===== config.mk =====
export PLATFORM = sky130hd
export DESIGN_NAME = vga_timing_gen_flat
export DESIGN_NICKNAME = d
export VERILOG_FILES = /design/src/rtl/vga_pkg.sv /design/src/rtl/vga_timing_gen_if.sv /design/src/rtl/vga_timing_gen_clk_en_div.sv /design/src/rtl/vga_timing_gen.sv /design/src/flat_wrapper.sv
export SDC_FILE = /design/constraint.sdc
export NUM_CORES = 1
export LEC_CHECK = 0
export CORE_MARGIN = 2
export CORE_UTILIZATION = 50
export DETAILED_ROUTE_END_ITERATION = 8
export PLACE_DENSITY_LB_ADDON = 0.2
export SYNTH_ARGS = -nofsm -noshare
export SYNTH_HDL_FRONTEND = slang
export SYNTH_HIERARCHICAL = 1
export SYNTH_SLANG_ARGS = --single-unit

===== constraint.sdc =====
create_clock -name clk -period 6.1 [get_ports clk]
set_input_delay 0.915 -clock clk [delete_from_list [all_inputs] [get_ports clk]]
set_output_delay 0.915 -clock clk [all_outputs]
set_load 0.05 [all_outputs]

===== src/rtl/vga_pkg.sv =====
// vga_pkg
// Shared VGA timing constants for 640x480 @ 60 Hz from a 100 MHz board clock.
// The timing, bitchange and game blocks all import this package so that they
// agree on the visible-region bounds. Also holds the counter type and a
// small range-decode helper.
package vga_pkg;

  localparam int COUNT_W     = 10;
  localparam int COUNT_LIMIT = 1 << COUNT_W;

  typedef logic [COUNT_W-1:0] count_t;

  localparam int VGA_CLK_DIV     = 4;
  localparam int VGA_H_TOTAL     = 800;
  localparam int VGA_H_SYNC      = 96;
  localparam int VGA_H_VIS_START = 144;
  localparam int VGA_H_VIS_END   = 783;
  localparam int VGA_V_TOTAL     = 525;
  localparam int VGA_V_SYNC      = 2;
  localparam int VGA_V_VIS_START = 35;
  localparam int VGA_V_VIS_END   = 514;

  // Inclusive range test used by the visible-region decode.
  function automatic logic in_span(count_t x, count_t lo, count_t hi);
    return (x >= lo) && (x <= hi);
  endfunction

endpackage


===== src/rtl/vga_timing_gen_if.sv =====
// vga_timing_gen_if
// Raster timing bundle from the timing generator to its consumers.
//   pix_en     : one-clk pixel-rate enable
//   hCount     : horizontal pixel counter
//   vCount     : vertical line counter
//   bright     : visible-region flag
//   hSync      : horizontal sync, active-low
//   vSync      : vertical sync, active-low
//   frame_tick : one-clk pulse at the frame wrap
// master = timing generator, slave = colour/game logic.
interface vga_timing_gen_if;
  import vga_pkg::*;

  logic   pix_en;
  count_t hCount;
  count_t vCount;
  logic   bright;
  logic   hSync;
  logic   vSync;
  logic   frame_tick;

  modport master (
    output pix_en, hCount, vCount, bright, hSync, vSync, frame_tick
  );

  modport slave (
    input pix_en, hCount, vCount, bright, hSync, vSync, frame_tick
  );

endinterface


===== src/rtl/vga_timing_gen_clk_en_div.sv =====
// clk_en_div
// Clock-enable divider: a free-running modulo-DIV counter.
//   clk    : system clock
//   rst    : asynchronous reset, active-low
//   en     : combinational, high in the last clk of each DIV-clk period
//   pix_en : registered copy of en, high for the one clk after en
// Reusable for slower ticks by raising DIV.
module clk_en_div #(
  parameter int DIV = 4
) (
  input  logic clk,
  input  logic rst,
  output logic en,
  output logic pix_en
);

  localparam int W = (DIV > 1) ? $clog2(DIV) : 1;
  localparam logic [W-1:0] LAST = W'(DIV - 1);

  if (DIV < 2) begin : g_div_check
    $error("clk_en_div: DIV must be at least 2");
  end

  logic [W-1:0] div;

  assign en = (div == LAST);

  // Wrap explicitly at DIV-1 so non-power-of-two dividers also work.
  always_ff @(posedge clk or negedge rst) begin
    if (!rst) begin
      div    <= '0;
      pix_en <= 1'b0;
    end else begin
      div    <= en ? '0 : div + 1'b1;
      pix_en <= en;
    end
  end

endmodule


===== src/rtl/vga_timing_gen.sv =====
// vga_timing_gen
// Raster timing generator: pixel/line counters plus registered sync,
// visible-region and frame-wrap decode, advancing at the pixel rate given by
// a clock enable derived from the single board clock.
//   clk : 100 MHz system clock
//   rst : asynchronous reset, active-low
//   vga : timing bundle (master side): pix_en, hCount, vCount, bright,
//         hSync, vSync, frame_tick
module vga_timing_gen
  import vga_pkg::*;
#(
  parameter int CLK_DIV     = VGA_CLK_DIV,
  parameter int H_TOTAL     = VGA_H_TOTAL,
  parameter int H_SYNC      = VGA_H_SYNC,
  parameter int H_VIS_START = VGA_H_VIS_START,
  parameter int H_VIS_END   = VGA_H_VIS_END,
  parameter int V_TOTAL     = VGA_V_TOTAL,
  parameter int V_SYNC      = VGA_V_SYNC,
  parameter int V_VIS_START = VGA_V_VIS_START,
  parameter int V_VIS_END   = VGA_V_VIS_END
) (
  input  logic clk,
  input  logic rst,
  vga_timing_gen_if.master vga
);

  if (H_TOTAL > COUNT_LIMIT || V_TOTAL > COUNT_LIMIT) begin : g_total_check
    $error("vga_timing_gen: H_TOTAL and V_TOTAL must not exceed %0d", COUNT_LIMIT);
  end

  localparam count_t H_LAST  = count_t'(H_TOTAL - 1);
  localparam count_t V_LAST  = count_t'(V_TOTAL - 1);
  localparam count_t H_SYNC_C = count_t'(H_SYNC);
  localparam count_t V_SYNC_C = count_t'(V_SYNC);
  localparam count_t H_VS    = count_t'(H_VIS_START);
  localparam count_t H_VE    = count_t'(H_VIS_END);
  localparam count_t V_VS    = count_t'(V_VIS_START);
  localparam count_t V_VE    = count_t'(V_VIS_END);

  logic   en;
  logic   pix_en;
  count_t h_count;
  count_t v_count;
  count_t h_next;
  count_t v_next;
  logic   bright;
  logic   h_sync;
  logic   v_sync;
  logic   frame_tick;

  clk_en_div #(.DIV(CLK_DIV)) u_div (
    .clk    (clk),
    .rst    (rst),
    .en     (en),
    .pix_en (pix_en)
  );

  // Next-state counters; the decode below uses these so the registered
  // sync/bright outputs line up with the counts on the same edge.
  always_comb begin
    h_next = h_count;
    v_next = v_count;
    if (en) begin
      if (h_count == H_LAST) begin
        h_next = '0;
        v_next = (v_count == V_LAST) ? '0 : v_count + 1'b1;
      end else begin
        h_next = h_count + 1'b1;
      end
    end
  end

  // Sync outputs reset low because count 0 lies inside both sync pulses.
  always_ff @(posedge clk or negedge rst) begin
    if (!rst) begin
      h_count    <= '0;
      v_count    <= '0;
      bright     <= 1'b0;
      h_sync     <= 1'b0;
      v_sync     <= 1'b0;
      frame_tick <= 1'b0;
    end else begin
      h_count    <= h_next;
      v_count    <= v_next;
      bright     <= in_span(h_next, H_VS, H_VE) && in_span(v_next, V_VS, V_VE);
      h_sync     <= (h_next >= H_SYNC_C);
      v_sync     <= (v_next >= V_SYNC_C);
      frame_tick <= en && (h_count == H_LAST) && (v_count == V_LAST);
    end
  end

  assign vga.pix_en     = pix_en;
  assign vga.hCount     = h_count;
  assign vga.vCount     = v_count;
  assign vga.bright     = bright;
  assign vga.hSync      = h_sync;
  assign vga.vSync      = v_sync;
  assign vga.frame_tick = frame_tick;

endmodule


===== src/flat_wrapper.sv =====
// flat-port wrapper written by rule: the top's interface ports become plain ports
module vga_timing_gen_flat import vga_pkg::*;
#(
  parameter int CLK_DIV     = VGA_CLK_DIV,
  parameter int H_TOTAL     = VGA_H_TOTAL,
  parameter int H_SYNC      = VGA_H_SYNC,
  parameter int H_VIS_START = VGA_H_VIS_START,
  parameter int H_VIS_END   = VGA_H_VIS_END,
  parameter int V_TOTAL     = VGA_V_TOTAL,
  parameter int V_SYNC      = VGA_V_SYNC,
  parameter int V_VIS_START = VGA_V_VIS_START,
  parameter int V_VIS_END   = VGA_V_VIS_END
)
  (clk, rst, vga_pix_en, vga_hCount, vga_vCount, vga_bright, vga_hSync, vga_vSync, vga_frame_tick);
  vga_timing_gen_if vga_i ();
  input  logic clk;
  input  logic rst;
  output wire logic [$bits(vga_i.pix_en)-1:0] vga_pix_en;
  output wire logic [$bits(vga_i.hCount)-1:0] vga_hCount;
  output wire logic [$bits(vga_i.vCount)-1:0] vga_vCount;
  output wire logic [$bits(vga_i.bright)-1:0] vga_bright;
  output wire logic [$bits(vga_i.hSync)-1:0] vga_hSync;
  output wire logic [$bits(vga_i.vSync)-1:0] vga_vSync;
  output wire logic [$bits(vga_i.frame_tick)-1:0] vga_frame_tick;
  assign vga_pix_en = vga_i.pix_en;
  assign vga_hCount = vga_i.hCount;
  assign vga_vCount = vga_i.vCount;
  assign vga_bright = vga_i.bright;
  assign vga_hSync = vga_i.hSync;
  assign vga_vSync = vga_i.vSync;
  assign vga_frame_tick = vga_i.frame_tick;
  vga_timing_gen #(.CLK_DIV(CLK_DIV), .H_TOTAL(H_TOTAL), .H_SYNC(H_SYNC), .H_VIS_START(H_VIS_START), .H_VIS_END(H_VIS_END), .V_TOTAL(V_TOTAL), .V_SYNC(V_SYNC), .V_VIS_START(V_VIS_START), .V_VIS_END(V_VIS_END)) u_core (.clk(clk), .rst(rst), .vga(vga_i));
endmodule

# Word-level counts from Yosys, hierarchy flattened
# Cells that the tools add are included.
# classes
n_addsub	3
n_lt_le_gt_ge	6
n_eq_ne	3
muxes	6
reduce_logical	5
# ops
op	n
10-bit two-way mux	5
10-bit by 1-bit adder with 10-bit output (second input constant)	2
10-bit equality test (second input constant)	2
10-bit <= comparator (second input constant)	2
10-bit by 2-bit greater-or-equal comparator with 1-bit output (second input constant)	1
10-bit by 6-bit greater-or-equal comparator with 1-bit output (second input constant)	1
10-bit by 7-bit greater-or-equal comparator with 1-bit output (second input constant)	1
10-bit by 8-bit greater-or-equal comparator with 1-bit output (second input constant)	1
1-bit logical AND	5
2-bit by 1-bit adder with 2-bit output (second input constant)	1
2-bit equality test (second input constant)	1
2-bit two-way mux	1
# totals
regBits	27
out_inout_bits	25
wordCells	31

# Logic depth before layout (Yosys ltp)
# Gate-level depths: netlist (run 1).
# depth
ltp_word	7
depth_mapped	9
depth_no_buf	8

# Cells and area by module
# Netlist (run 1), hierarchy kept.
# by_module_without_submodules
mod	n_inst	cells_each	area_each_um2	seq_area_each_um2
vga_timing_gen	1	151	1435.1	600.6
clk_en_div	1	5	91.3	75.1

# Least setup slack after synthesis (run 1)
# OpenSTA, ideal clock, no wires.
# synth_timing
path_kind	register to register
from	register u_core.h_count[0], in the netlist u_core/vga.hCount[0]
to	register u_core.bright, in the netlist u_core/vga.bright
arrival_ps	2251
required_time_ps	5980
setup_slack_ps	3729
stages_incl_launch_ff	8
path_buffers	0
cell_sequence	dfrtp_1 ha_1 nand2_2 or3_1 or2_1 a221oi_2 a311oi_1 o211a_1
# synth_between
elab_chain_len	6
elab_cells_between_ends	13
classes_between	add/sub: 1; order compare: 4; eq/ne: 1; mux: 4; reduce/logical: 3
# synth_rtl
element	line	text
from (decl)	vga_timing_gen.sv:42	count_t h_count;
from (signal assigned)	vga_timing_gen.sv:83	h_count <= h_next;
10-bit by 1-bit adder with 10-bit output or 10-bit equality test (tied branches)	vga_timing_gen.sv:68, vga_timing_gen.sv:64	
10-bit two-way mux	vga_timing_gen.sv:64	if (h_count == H_LAST) begin
10-bit two-way mux	vga_timing_gen.sv:63	if (en) begin
10-bit by 8-bit greater-or-equal comparator with 1-bit output (tied with other cells)	vga_pkg.sv:25	return (x >= lo) && (x <= hi);
1-bit logical AND	vga_pkg.sv:25	
1-bit logical AND *	vga_timing_gen.sv:85	bright <= in_span(h_next, H_VS, H_VE) && in_span(v_next, V_VS, V_VE);
to (signal assigned)	vga_timing_gen.sv:85	
to (decl)	vga_timing_gen.sv:46	logic bright;
# Mark *: on every way between the ends. The rest lies on a longest branch, timed or not.

# Worst setup path after layout (run 1)
# layout_timing
from	register u_core.v_count[1], in the netlist u_core/vga.vCount[1]
to	output port vga_vCount[1]
# layout_lines
element	line	text
from (decl)	vga_timing_gen.sv:43	count_t v_count;
from (signal assigned)	vga_timing_gen.sv:84	v_count <= v_next;
to (decl)	flat_wrapper.sv:20	output wire logic [$bits(vga_i.vCount)-1:0] vga_vCount;
# No word-level cell between the ends.

==> flow_summary.json, run 1 <==
{
  "portBuffers": 26,
  "power.leakage_uw": 0.000799,
  "finalHoldViolations": 0,
  "final_common_cell": "dfrtp_1",
  "synthCells": 156,
  "rr_worst_depth": 7,
  "cts_buffers": 3,
  "slew_violations": 0,
  "finalSetupViolations": 0,
  "die_w_um": 59.3,
  "cp_max_fo": 9,
  "grt_usage_pct": 20.5,
  "critPathBufInv": 1,
  "cts_buffer_depth": 2,
  "drive_gt1_share_pct": 9.34,
  "netlist-cell-type-count": 50,
  "drt_iter0_drc": 61,
  "dieArea_um2": 3510,
  "syn_area_per_cell_um2": 9.79,
  "syn-cell-area_um2": 1530,
  "yosys_warnings": 6,
  "yosysSeqAreaShare_pct": 44.3,
  "ys.flop_type": "dfrtp_1",
  "dr.pass1.iters": 4,
  "crit_chain": "clkdlybuf4s50_1",
  "h-tree-depth": 1,
  "status": "finished, final reports clean",
  "dp_cells": 211,
  "synthArstFlopShare_pct": 100,
  "fin_util_pct": 61.3,
  "syn_nets": 162,
  "worstHoldStart": "u_core/u_div/div[0]",
  "cp-startpoint": "u_core/vga.vCount[1]",
  "synth_seq_cells": 27,
  "grt_max_degree": 28,
  "worst_path_max_delay_cell": "clkdlybuf4s50_1",
  "clk_pin_slew_ns": 0.15,
  "tns_ns": 0,
  "postCtsSetupRepairBufs": 0,
  "worst_pin_slew_ns": 0.501,
  "fp.dieH_um": 59.3,
  "ant_nets": 0,
  "ios": 27,
  "antenna_found_initial": 0,
  "min_period_ns": 2.66,
  "timing.rr.start": "u_core/u_div/div[0]",
  "synth_edf_count": 0,
  "cpLargestDelayFamily": "buffers and inverters",
  "hold_path_depth": 1,
  "startpoint_type": "register",
  "finalClockSkew_ns": 0.00740,
  "vias": 1282,
  "cap_violations": 0,
  "end_kind": "output pin",
  "max-slew-margin-rel_pct": 66.5,
  "hp-class": "reg2reg",
  "grt-ovfl-total": 0,
  "max_stage_delay_ns": 0.86,
  "area_growth_pct": 19.5,
  "hold-path-endpoint": "u_core/u_div/div[0]",
  "r2r_end": "u_core/vga.bright",
  "diodes": 0,
  "vdd_drop_max_uv": 85.8,
  "post-route-period-util_pct": 43.6,
  "clockRootBuffer": "clkbuf_4",
  "clkLatencyLatePin_ns": 0.33,
  "gp_congestion": 0.867,
  "finalNonFillerCells": 215,
  "avgRoutedWirePerCell_um": 15.4,
  "fp-row-count": 20,
  "cts_sinks": 27,
  "p_per_area_nw_per_um2": 144,
  "viasPerCell": 5.96,
  "nets": 189,
  "cts_tree": "built",
  "r2r_setup_slack_ns": 3.67,
  "crit_type": "reg2out",
  "grt_pass1_wl_mm": 5.41,
  "whs_ns": 0.442,
  "wirelength_mm": 3.32,
  "postCtsHoldBufs": 0,
  "cp.required_ns": 5.18,
  "mostFrequentLayoutCells": "27 x dfrtp_1, 26 x clkdlybuf4s50_1, 13 x nor2_1, 10 x o21ai_0, 10 x nand2_1",
  "start_util_pct": 51.3,
  "ctsResizeCount": 0,
  "arrival_ns": 1.74,
  "core_um2": 2980,
  "grt_pass1_vias": 1200,
  "fmax_ghz": 0.376,
  "drc_errors": 0,
  "rsz0062_at_grt": "no",
  "post-dp-hpwl_mm": 2.42
}
==> flip-flops by register name, summed over array words and instances, names as in the netlist <==
name                   count
u_core/vga.hSync           1
u_core/vga.bright          1
u_core/vga.vCount         10
u_core/vga.frame_tick      1
u_core/vga.vSync           1
u_core/u_div/div           2
u_core/vga.hCount         10
u_core/u_div/pix_en        1
==> cell type report <==
cell class | instances | area (um^2)
multi-input cells | 115 | 779
repair buffers | 27 | 268
fillers | 251 | 1150
flip-flops and latches | 27 | 676
inverters | 9 | 33.8
well taps | 33 | 41.3
clock buffers | 4 | 26.3
==> worst register-to-register path, cell delays in order, from the launching register on <==
cell and delay [ns]:
dfrtp_1 0.38, ha_1 0.34, and2_1 0.24, and4_1 0.50
a31oi_1 0.18, o211a_1 0.27, and4_1 0.21, o211a_1 0.21
==> worst max path at each step <==
stage               cells after the start  slack [ns]                 to
global route                            1        3.38      vga_vCount[1]
global placement                        1        3.83      vga_vCount[0]
CTS                                     1        3.44      vga_vCount[1]
finish                                  1        3.44      vga_vCount[1]
floorplan                               7        3.73  u_core/vga.bright
detailed placement                      7        3.74  u_core/vga.bright
==> report_power, final <==
group	total [uW]	switching, uW	internal [uW]
combinational	4.26	3.28	0.981
sequential	179	0	179
clock	79.2	53.5	25.7
==> metrics by stage <==
step	total power (uW)	instance area, um^2	setup slack [ns]
final	262	1820	3.44
after global routing	272	1820	3.38
after CTS	265	1820	3.44
after detailed placement	187	1800	3.74
after global placement	187	1800	3.83
after floorplan	182	1530	3.73
==> cells in the mapped netlist, types with 2 or more instances <==
cell / number / area, um^2
ha_1: 4 / 50.1
a21oi_1: 2 / 10.0
buf_2: 2 / 10.0
inv_1: 9 / 33.8
a21o_2: 2 / 17.5
and3_1: 6 / 37.5
and2_1: 3 / 18.8
dfrtp_1: 27 / 676
a31oi_1: 2 / 12.5
xnor2_1: 7 / 61.3
nand2b_1: 2 / 12.5
o21ai_1: 2 / 10.0
xor2_1: 3 / 26.3
buf_6: 2 / 22.5
nand3_1: 9 / 45.0
nor2_1: 13 / 48.8
o211a_1: 2 / 20.0
o21ai_0: 10 / 50.1
nor3_1: 2 / 10.0
a211oi_1: 2 / 15.0
nand4_1: 5 / 31.3
and4_1: 2 / 17.5
nand2_1: 10 / 37.5
nor4_1: 2 / 12.5
==> metal layers <==
| metal | part of all wire [%] | wire length (um) | vias to the layer above | track usage, % |
|---|---|---|---|---|
| met1 | 48 | 1580 | 619 | 28.7 |
| met2 | 46 | 1540 | 42 | 31.6 |
| met3 | 4.5 | 150 | 4 | 3.28 |
| met4 | 1.4 | 48 | 0 | 8.77 |
| met5 | 0 | 0 | - | 0 |
| li1 | - | - | 617 | - |
==> cells by family (layout without fill, tap and decap cells) <==
group | Yosys count | after routing | share of synthesized area [%]
fa+ha+maj | 4 | 4 | 3.28
simple gates | 69 | 69 | 27.1
flops | 27 | 27 | 44.3
buf+inv | 14 | 40 | 4.67
compound gates | 32 | 32 | 14.9
xor+xnor | 10 | 10 | 5.74
No activity file was read; power rests on OpenSTA's default activity.
==> inputs of run 2 (changes only) <==
Clock period 6.1 ns to 2.7 ns, I/O delays scaled along.
==> flow_summary.json, run 2 (same netlist as run 1, synthesis figures left out) <==
{
  "worst_pin_slew_ns": 0.509,
  "pwr-share-seq_pct": 68.5,
  "rsz0062_at_grt": "no",
  "ant_nets": 0,
  "tns_ns": 0,
  "cp_max_fo": 10,
  "ctsResizeCount": 0,
  "grt_usage_pct": 21.0,
  "clockRootBuffer": "clkbuf_4",
  "finalHoldViolations": 0,
  "p_total_uw": 590,
  "finalClockSkew_ns": 0.00259,
  "vias": 1269,
  "dpl_cell_area_um2": 1810,
  "area_growth_pct": 20.0,
  "nets": 190,
  "cts_buffer_depth": 2,
  "cts_tree": "built",
  "clkLatencyLatePin_ns": 0.32,
  "start_util_pct": 51.3,
  "min_period_ns": 2.33,
  "fp-row-count": 20,
  "hp-class": "in2async",
  "nFillCells": 263,
  "avgRoutedWirePerCell_um": 15.0,
  "dp_cells": 212,
  "antenna_found_initial": 0,
  "max-slew-margin-rel_pct": 65.9,
  "cap_violations": 0,
  "startpoint_type": "register",
  "arrival_ns": 2.56,
  "fmax_ghz": 0.430,
  "diodes": 0,
  "grt-ovfl-total": 0,
  "slew_violations": 0,
  "grt_pass1_wl_mm": 5.64,
  "postCtsHoldBufs": 0,
  "cts_buffers": 3,
  "status": "finished, final reports clean",
  "postCtsSetupRepairBufs": 0,
  "drc_errors": 0,
  "fin_area_um2": 1830,
  "core_um2": 2980,
  "cts_sinks": 27,
  "post-route-period-util_pct": 86.2,
  "power.internal_uw": 465,
  "dr.pass1.iters": 4,
  "place_ws_ns": 0.418,
  "drt_iter0_drc": 39,
  "p_sw_share_pct": 21.3,
  "vdd_drop_max_uv": 199,
  "p_comb_share_pct": 1.6,
  "grt_pass1_vias": 1239,
  "gp_congestion": 0.930,
  "switchingPower_uw": 126,
  "dieArea_um2": 3510,
  "finalNonFillerCells": 216,
  "wirelength_mm": 3.24,
  "viasPerCell": 5.88,
  "crit_type": "reg2reg",
  "mostFrequentLayoutCells": "27 x dfrtp_1, 26 x clkdlybuf4s50_1, 13 x nor2_1, 10 x o21ai_0, 10 x nand2_1",
  "end_kind": "register",
  "finalSetupViolations": 0,
  "h-tree-depth": 1,
  "cp.required_ns": 2.93,
  "portBuffers": 26,
  "post-dp-hpwl_mm": 2.36,
  "final_common_cell": "dfrtp_1",
  "layout_setup_ws_ns": 0.372,
  "ios": 27,
  "grt_max_degree": 28,
  "drive_gt1_share_pct": 9.84,
  "die_w_um": 59.3,
  "clk_pin_slew_ns": 0.14,
  "pwr-share-clk_pct": 29.9,
  "p_per_area_nw_per_um2": 322,
  "power.leakage_uw": 0.000804,
  "fp.dieH_um": 59.3
}
[run 2: critical path, cell delays in order, from the launching register on]
cell and delay [ns]:
dfrtp_1 0.41, ha_1 0.31, and2_1 0.21, and4_1 0.32, buf_4 0.20, a21o_2 0.19
o211a_1 0.16, and4_1 0.21, o211a_1 0.20
[run 2: path summary, 6_finish.rpt]
check | slack, ns | end | cells past startpoint | from
worst max-delay path | 0.37 | u_core/vga.bright | 8 | u_core/u_div/div[0]
worst min-delay path | 0.42 | u_core/vga.hCount[5] | 2 | rst
worst max register to register | 0.37 | u_core/vga.bright | 8 | u_core/u_div/div[0]
worst min register to register | 0.44 | u_core/u_div/div[0] | 1 | u_core/u_div/div[0]
max in group asynchronous | 2.03 | u_core/vga.vCount[0] | 2 | rst
min in group clk | 0.44 | u_core/u_div/div[0] | 1 | u_core/u_div/div[0]
[run 2: stage by stage]
stage	util (%)	hold WS, ns
global route	61.5	0.458
global placement	60.6	0.415
floorplan	-	0.109
detailed placement	60.6	0.425
CTS	61.5	0.424
finish	61.5	0.421
[run 2: cell type report]
cell class	count	area, um^2	share of cell area, %
clock buffers	4	26.3	1.43
inverters	9	33.8	1.84
multi-input cells	115	779	42.6
flip-flops and latches	27	676	36.9
well taps	33	41.3	2.25
repair buffers	28	275	15.0
[run 2: power groups by stage]
stage / clock (uW) / combinational (uW) / sequential, uW
CTS: 185 / 10.6 / 404
floorplan: 0 / 0.000354 / 412
global route: 196 / 11.8 / 405
global placement: 0 / 10.2 / 412
detailed placement: 0 / 10.5 / 412
finish: 176 / 9.59 / 404
[run 2: metal layers]
layer	vias to the layer above	share of wire (%)	global-route usage, %
met1	604	50	30.6
met3	6	3.8	2.18
met2	37	44	31.4
li1	622	-	-
met4	0	1.7	9.74
met5	-	0	0
